**src/rtl/rsa_block_packer.sv**
```systemverilog
// Packs a plaintext byte stream into big-endian 16-bit RSA message blocks,
// tags each block against the active modulus, and queues it for the exponentiator.
module rsa_block_packer #(
  parameter int         DEPTH    = 4,
  parameter logic [7:0] PAD_BYTE = 8'h00
) (
  input  logic        clk,
  input  logic        rst,
  input  logic [7:0]  in_data,
  input  logic        in_valid,
  input  logic        in_last,
  output logic        in_ready,
  input  logic [15:0] modulus,
  output logic [15:0] blk_data,
  output logic        blk_last,
  output logic        blk_err,
  output logic        blk_valid,
  input  logic        blk_ready,
  output logic [7:0]  err_count,
  output logic        busy
);

  localparam int AW = (DEPTH > 1) ? $clog2(DEPTH) : 1;
  localparam int CW = AW + 1;
  localparam logic [CW-1:0] DEPTH_C = CW'(DEPTH);

  typedef enum logic {EMPTY, HAVE_HI} state_t;

  state_t          state_q;
  logic [7:0]      hi_q;
  logic [AW-1:0]   wr_ptr_q, wr_ptr_d;
  logic [AW-1:0]   rd_ptr_q, rd_ptr_d;
  logic [CW-1:0]   count_q, count_d;
  logic [7:0]      err_count_q, err_count_d;
  logic [17:0]     mem_q [DEPTH];

  logic            full, push_needed, accept, push, pop;
  logic [15:0]     push_blk;
  logic            push_last, push_err;
  logic [17:0]     head;

  function automatic logic [7:0] sat_inc8(input logic [7:0] v);
    return (v == 8'hFF) ? v : v + 8'd1;
  endfunction

  // RSA needs m < n; a modulus below 2 leaves no valid message space at all.
  function automatic logic range_err(input logic [15:0] blk, input logic [15:0] n);
    return (blk >= n) || (n < 16'd2);
  endfunction

  always_comb begin
    full        = (count_q == DEPTH_C);
    push_needed = (state_q == HAVE_HI) || in_last;
    in_ready    = !push_needed || !full;
    accept      = in_valid && in_ready;
    push        = accept && push_needed;
    blk_valid   = (count_q != '0);
    pop         = blk_valid && blk_ready;
    push_blk    = (state_q == HAVE_HI) ? {hi_q, in_data} : {in_data, PAD_BYTE};
    push_last   = (state_q == HAVE_HI) ? in_last : 1'b1;
    push_err    = range_err(push_blk, modulus);

    wr_ptr_d    = push ? wr_ptr_q + 1'b1 : wr_ptr_q;
    rd_ptr_d    = pop  ? rd_ptr_q + 1'b1 : rd_ptr_q;
    count_d     = count_q + CW'(push) - CW'(pop);
    err_count_d = (push && push_err) ? sat_inc8(err_count_q) : err_count_q;

    head        = mem_q[rd_ptr_q];
    blk_data    = blk_valid ? head[15:0] : 16'h0000;
    blk_last    = blk_valid && head[16];
    blk_err     = blk_valid && head[17];
    err_count   = err_count_q;
    busy        = (state_q == HAVE_HI) || blk_valid;
  end

  // Byte-pair assembler
  always_ff @(posedge clk or posedge rst) begin
    if (rst) begin
      state_q <= EMPTY;
      hi_q    <= 8'h00;
    end else if (accept) begin
      case (state_q)
        EMPTY: begin
          if (!in_last) begin
            hi_q    <= in_data;
            state_q <= HAVE_HI;
          end
        end
        HAVE_HI: state_q <= EMPTY;
        default: state_q <= EMPTY;
      endcase
    end
  end

  // FIFO control
  always_ff @(posedge clk or posedge rst) begin
    if (rst) begin
      wr_ptr_q    <= '0;
      rd_ptr_q    <= '0;
      count_q     <= '0;
      err_count_q <= 8'h00;
    end else begin
      wr_ptr_q    <= wr_ptr_d;
      rd_ptr_q    <= rd_ptr_d;
      count_q     <= count_d;
      err_count_q <= err_count_d;
    end
  end

  // FIFO storage; stale entries are masked at the output by blk_valid
  always_ff @(posedge clk) begin
    if (push) mem_q[wr_ptr_q] <= {push_err, push_last, push_blk};
  end

endmodule

```
**config.mk**
```make
export PLATFORM = sky130hd
export DESIGN_NAME = rsa_block_packer
export DESIGN_NICKNAME = d
export VERILOG_FILES = /design/src/rtl/rsa_block_packer.sv
export SDC_FILE = /design/constraint.sdc
export NUM_CORES = 1
export LEC_CHECK = 0
export CAP_MARGIN = 0
export CORE_UTILIZATION = 44
export DETAILED_ROUTE_END_ITERATION = 6
export PLACE_DENSITY = 0.66
export SLEW_MARGIN = 0
export SYNTH_ARGS = -nofsm -noshare
export SYNTH_HDL_FRONTEND = slang
export SYNTH_SLANG_ARGS = --single-unit
```
**constraint.sdc**
```tcl
create_clock -name clk -period 3.59 [get_ports clk]
set_clock_uncertainty 0.05 [all_clocks]
set_input_delay 0.5385 -clock clk [delete_from_list [all_inputs] [get_ports clk]]
set_output_delay 0.5385 -clock clk [all_outputs]
set_load 0.01 [all_outputs]
```
Word level (Yosys, flattened, before mapping):

Memories as Yosys holds them, arrays and structs flattened.
Index checks and enable logic that the tools add are counted.

* output and inout bits: 29
* memories: 1
* bits in writable memories: 72
* bits in registers: 24

* order comparisons: 2
* $add $sub $neg: 5
* multiplexer cells: 7
* reduce and logical (&&, ||, !) cells: 15
* bitwise gates (word level): 3
* eq/ne operators: 2

Memory list
* mem_q: words 4, width 18, rd ports 1, clocked after Yosys merged registers in 0, write ports 1, line 35 `logic [17:0] mem_q [DEPTH];`

Operator list (number)
* two-way mux 16 bit: 2
* greater-or-equal comparator 16 bit: 1
* < comparator 16 x 2 -> 1 bit, second input constant: 1
* adder 8 x 1 -> 8 bit, second input constant: 1
* == test 8 bit, second input constant: 1
* logical AND 1 bit: 6
* adder 2 x 1 -> 2 bit, second input constant: 2
* logical OR 1 bit: 4
* two-way mux 1 bit: 4
* adder 3 x 1 -> 3 bit: 1
* == test 3 bit, second input constant: 1
* inverter 1 bit: 3
* AND reduction 3 bit: 1
* nonzero test 3 bit: 1
* subtractor 3 x 1 -> 3 bit: 1
* logical NOT 1 bit: 2
* case mux 1 bit (2 select lines): 1
* AND reduction 2 bit: 1

Depth between registers and ports, before layout:

* depth after elaboration: 7
* mapped depth: 9
* gate-level depth less buffers: 8

Least setup slack after synthesis:

Ideal clock, no wire load.

* path kind: flip-flop to flip-flop
* start point: register state_q
* end point: register err_count_q[1] (netlist: err_count[1])
* data arrival time: 2.648 ns
* stages on the path, launching flop included: 10
* setup time: 0.125 ns
* data required time: 3.415 ns
* slack: 0.767 ns
* buffers on the path: 1
* path through: dfrtp_1 buf_1 mux2_2 ha_1 and4_1 o211ai_1 or4_1 nand4_4 nand2_4 mux2_4

* elaborated cells between the ends (all ways): 10
* those cells by class: order compare (1); mux (1); reduce/logical (8)

RTL lines
* from (decl): line 29 `state_t state_q;`
* from (signal assigned): line 79 `state_q <= EMPTY;`
* from (signal assigned): line 86 `state_q <= HAVE_HI;`
* from (signal assigned): line 89 `HAVE_HI: state_q <= EMPTY;`
* two-way mux 16 bit: line 59 `push_blk = (state_q == HAVE_HI) ? {hi_q, in_data} : {in_data, PAD_BYTE};`
* via push_blk[14]: line 38 `logic [15:0] push_blk;`
* greater-or-equal comparator 16 bit: line 48 `return (blk >= n) || (n < 16'd2);`
* logical OR 1 bit: line 48
* via push_err: line 39 `logic push_last, push_err;`
* logical AND 1 bit: line 66 `err_count_d = (push && push_err) ? sat_inc8(err_count_q) : err_count_q;`
* AND reduction 2 bit (no source line)
* to (signal assigned): line 106 `err_count_q <= err_count_d;`
* to (decl): line 34 `logic [7:0] err_count_q, err_count_d;`

The timed path passes the listed nets, and every way through them passes these cells.
A chain may end at the register's enable or synchronous reset.

Worst setup path in the final report:

* start point: register rd_ptr_q[0]
* end point: output blk_data[8]

* word-level cells in the longest chain between the ends: 2

RTL lines
* from (decl): line 32 `logic [AW-1:0] rd_ptr_q, rd_ptr_d;`
* from (signal assigned): line 104 `rd_ptr_q <= rd_ptr_d;`
* memory read (4 x 18 bit)
* two-way mux 16 bit: line 69 `blk_data = blk_valid ? head[15:0] : 16'h0000;`
* to (decl): line 14 `output logic [15:0] blk_data,`

No other way between the ends.

==> impl_metrics.csv <==
group,metric,value,unit
floorplan,start_util,0.455,
layout,drive_gt1_frac,0.177,
timing,finalSetupViolCount,0,
clocking,insertion_delay,360,ps
synth,netlist.area_leader.share,0.486,
layout,fillCellCount,824,
power,sw_frac_of_total,0.311,
timing,fin_crit,3200,ps
timing,period_share,0.892,
power,power_density,721,nW/um^2
clocking,htree_levels,3,
floorplan,die_h,103,microns
clocking,cts-root-buf,"clkbuf_8",
clocking,clk_pin_slew,90,ps
global_route,grt-ovfl-total,0,
clocking,cts_tree,"built",
power,pwr-share-clk,0.194,
layout,final_common_cell,"edfxtp_1",
synth,synth_edf_count,72,
floorplan,num_rows,36,
global_route,antenna_found_initial,0,
route,wl_per_cell,18.1,microns
synth,ys_warn_count,0,
clocking,cts_hold_buf,0,
clocking,numCtsBuffers,9,
clocking,cts_sinks,96,
clocking,cts_buffer_depth,2,
floorplan,core_area,9770,sq um
setup_path,critPathMaxStageDelay,650,ps
route,viasPerCell,5.13,
layout,num-nets-final,409,
timing,max-slew-margin-rel,0.332,
setup_path,cp.required,3000,ps
floorplan,io_pins,58,
synth,synth.area.top_cells,"edfxtp_1 (49%), dfrtp_1 (13%), mux4_2 (9.1%)",
route,firstDrtPassIters,6,
layout,diodes,0,
synth,ys_seq_area_frac,0.621,
layout,multi_input_area,1560,sq um
place,portBuffers,57,
setup_path,start_kind,"register",
timing,max_freq,312,MHz
route,drtAntennaViolNets,0,
route,drt_iter0_markers,65,
power,p_int,2.70,mW
timing,slew_viol_final,0,
setup_path,crit_fanout,13,
min_path,min_path_type,"reg2reg",
synth,syn_nets,342,
floorplan,dieArea,10500,sq um
power,pwr-share-seq,0.418,
power,netSwitchingPower,1.22,mW
flow_run,maxCapViolations,0,
synth,async_flop_share,0.250,
floorplan,die_x,103,microns
outcome,status,"finished clean",
synth,synth.avg_cell_area,15.4,sq um
global_route,grt_pass1_vias,2656,
route,drc,0,
setup_path,path_cells,"buf_4 > mux4_2 > and2_1 > clkdlybuf4s50_1",
synth,syn_area,4450,sq um
setup_path,worstPathArrival,2610,ps
timing,tns,0,ps
layout,syn_to_final_growth,22.1,%
place,dp_cells,478,
power,leakage,2.04,nW
timing,finalHoldViolations,0,
synth,synth_ff_type,"edfxtp_1",
synth,synth_area_leader_cell,"edfxtp_1",
power,irDropWorstVdd,0.311,mV
global_route,grt_pass1_wl,13.8,mm
layout,fin_cells,494,
power,p_comb_frac,0.388,
route,drt_wl_total,8.93,mm
synth,synth_cell_types,40,
place,gp_congestion,0.769,
clocking,cts_setup_buffers,0,
layout,layout.cells.most_common_list,"edfxtp_1 (72), clkdlybuf4s50_1 (57), and2_1 (30)",
timing,rsz0062_at_grt,"false",
global_route,grt_max_degree,25,
synth,syn-instance-count,289,
timing,max_slew.worst_pin.slew,1000,ps
global_route,grt_use_total,0.185,
setup_path,crit_type,"reg2out",
route,vias,2534,
setup_path,cpMaxStageDelayCell,"dfrtp_1",
place,hpwl,6.21,mm
layout,final-seq-area,2760,sq um
setup_path,end_kind,"output port",
clocking,cts_resized,0,
synth,ys_ff_latch,96,
[final timing paths]
path                             start      endpoint  slack [ps]  cells past startpoint
hold reg to reg                hi_q[6]       hi_q[6]         460                      1
setup / recovery           rd_ptr_q[0]   blk_data[8]         390                      4
min in group asynchronous          rst       hi_q[5]         660                      2
max in group asynchronous          rst   rd_ptr_q[1]        2220                      2
setup reg to reg               state_q  err_count[1]         410                      8
hold / removal                 hi_q[6]       hi_q[6]         460                      1
[cells by family after synthesis]
kind of cell,Yosys count,synth area share
AOI/OAI and AO/OA,20,0.0250
xor gates and xnor gates,11,0.0217
adders and majority gates,24,0.0692
buffers and inverters,33,0.0287
DFF,96,0.621
muxes,35,0.135
and+or+nand+nor,70,0.0996
[power groups by stage]
stage                     clock (mW)  sequential, mW  combinational (mW)
final                          0.759            1.64                1.52
after floorplan                    0            1.59               0.942
after detailed placement           0            1.67                1.55
after CTS                      0.778            1.64                1.55
after global placement             0            1.65                1.52
after global routing           0.813            1.67                1.67
[final cells by class]
type / count / area share
flip-flops and latches: 96 / 0.509
multi-input cells: 160 / 0.287
repair buffers: 64 / 0.115
clock buffers: 13 / 0.0371
well taps: 133 / 0.0306
inverters: 25 / 0.0173
clock inverters: 3 / 0.00484
[cells in the mapped netlist (2+ instances only)]
cell       n
a31oi_1    2
dfrtp_1   24
mux4_2    18
clkbuf_1   4
and4_1     2
and2_1    30
mux2_2    16
nor2_1     2
nand2b_1   3
nand3_1    6
o21ai_0    8
nand4_1    2
nor4_1     2
edfxtp_1  72
ha_1      23
xnor2_1    9
buf_2      3
inv_1     25
a21oi_1    7
xor2_1     2
nand2_1   10
[sequential cells by signal, summed over array words and instances (netlist names)]
| name | flops |
|---|---|
| err_count | 8 |
| rd_ptr_q | 2 |
| count_q | 3 |
| mem_q | 72 |
| hi_q | 8 |
| wr_ptr_q | 2 |
| state_q | 1 |
[layer usage]
layer  GRT usage  routed length, microns
met1       0.238                    4020
met2       0.310                    4480
met3      0.0278                     231
met4      0.0868                     206
met5           0                       0
[per-stage QoR]
stage	total power [mW]	utilization	area [sq um]	worst slack [ps]	hold slack (ps)
5_1_grt	4.15	0.556	5430	237	475
3_5_place_dp	3.21	0.533	5200	390	442
2_1_floorplan	2.53	-	4450	767	425
4_1_cts	3.97	0.556	5430	317	463
6_report	3.92	0.556	5430	388	458
3_3_place_gp	3.17	0.533	5200	432	434
[critical path: cells and delay by family, from the launching register on]
kind          cells  cell delay, ps
buf+inv           2             860
flops             1             650
mux               1             580
simple gates      1             170
Note: power is estimated with default switching activity, not from simulation.
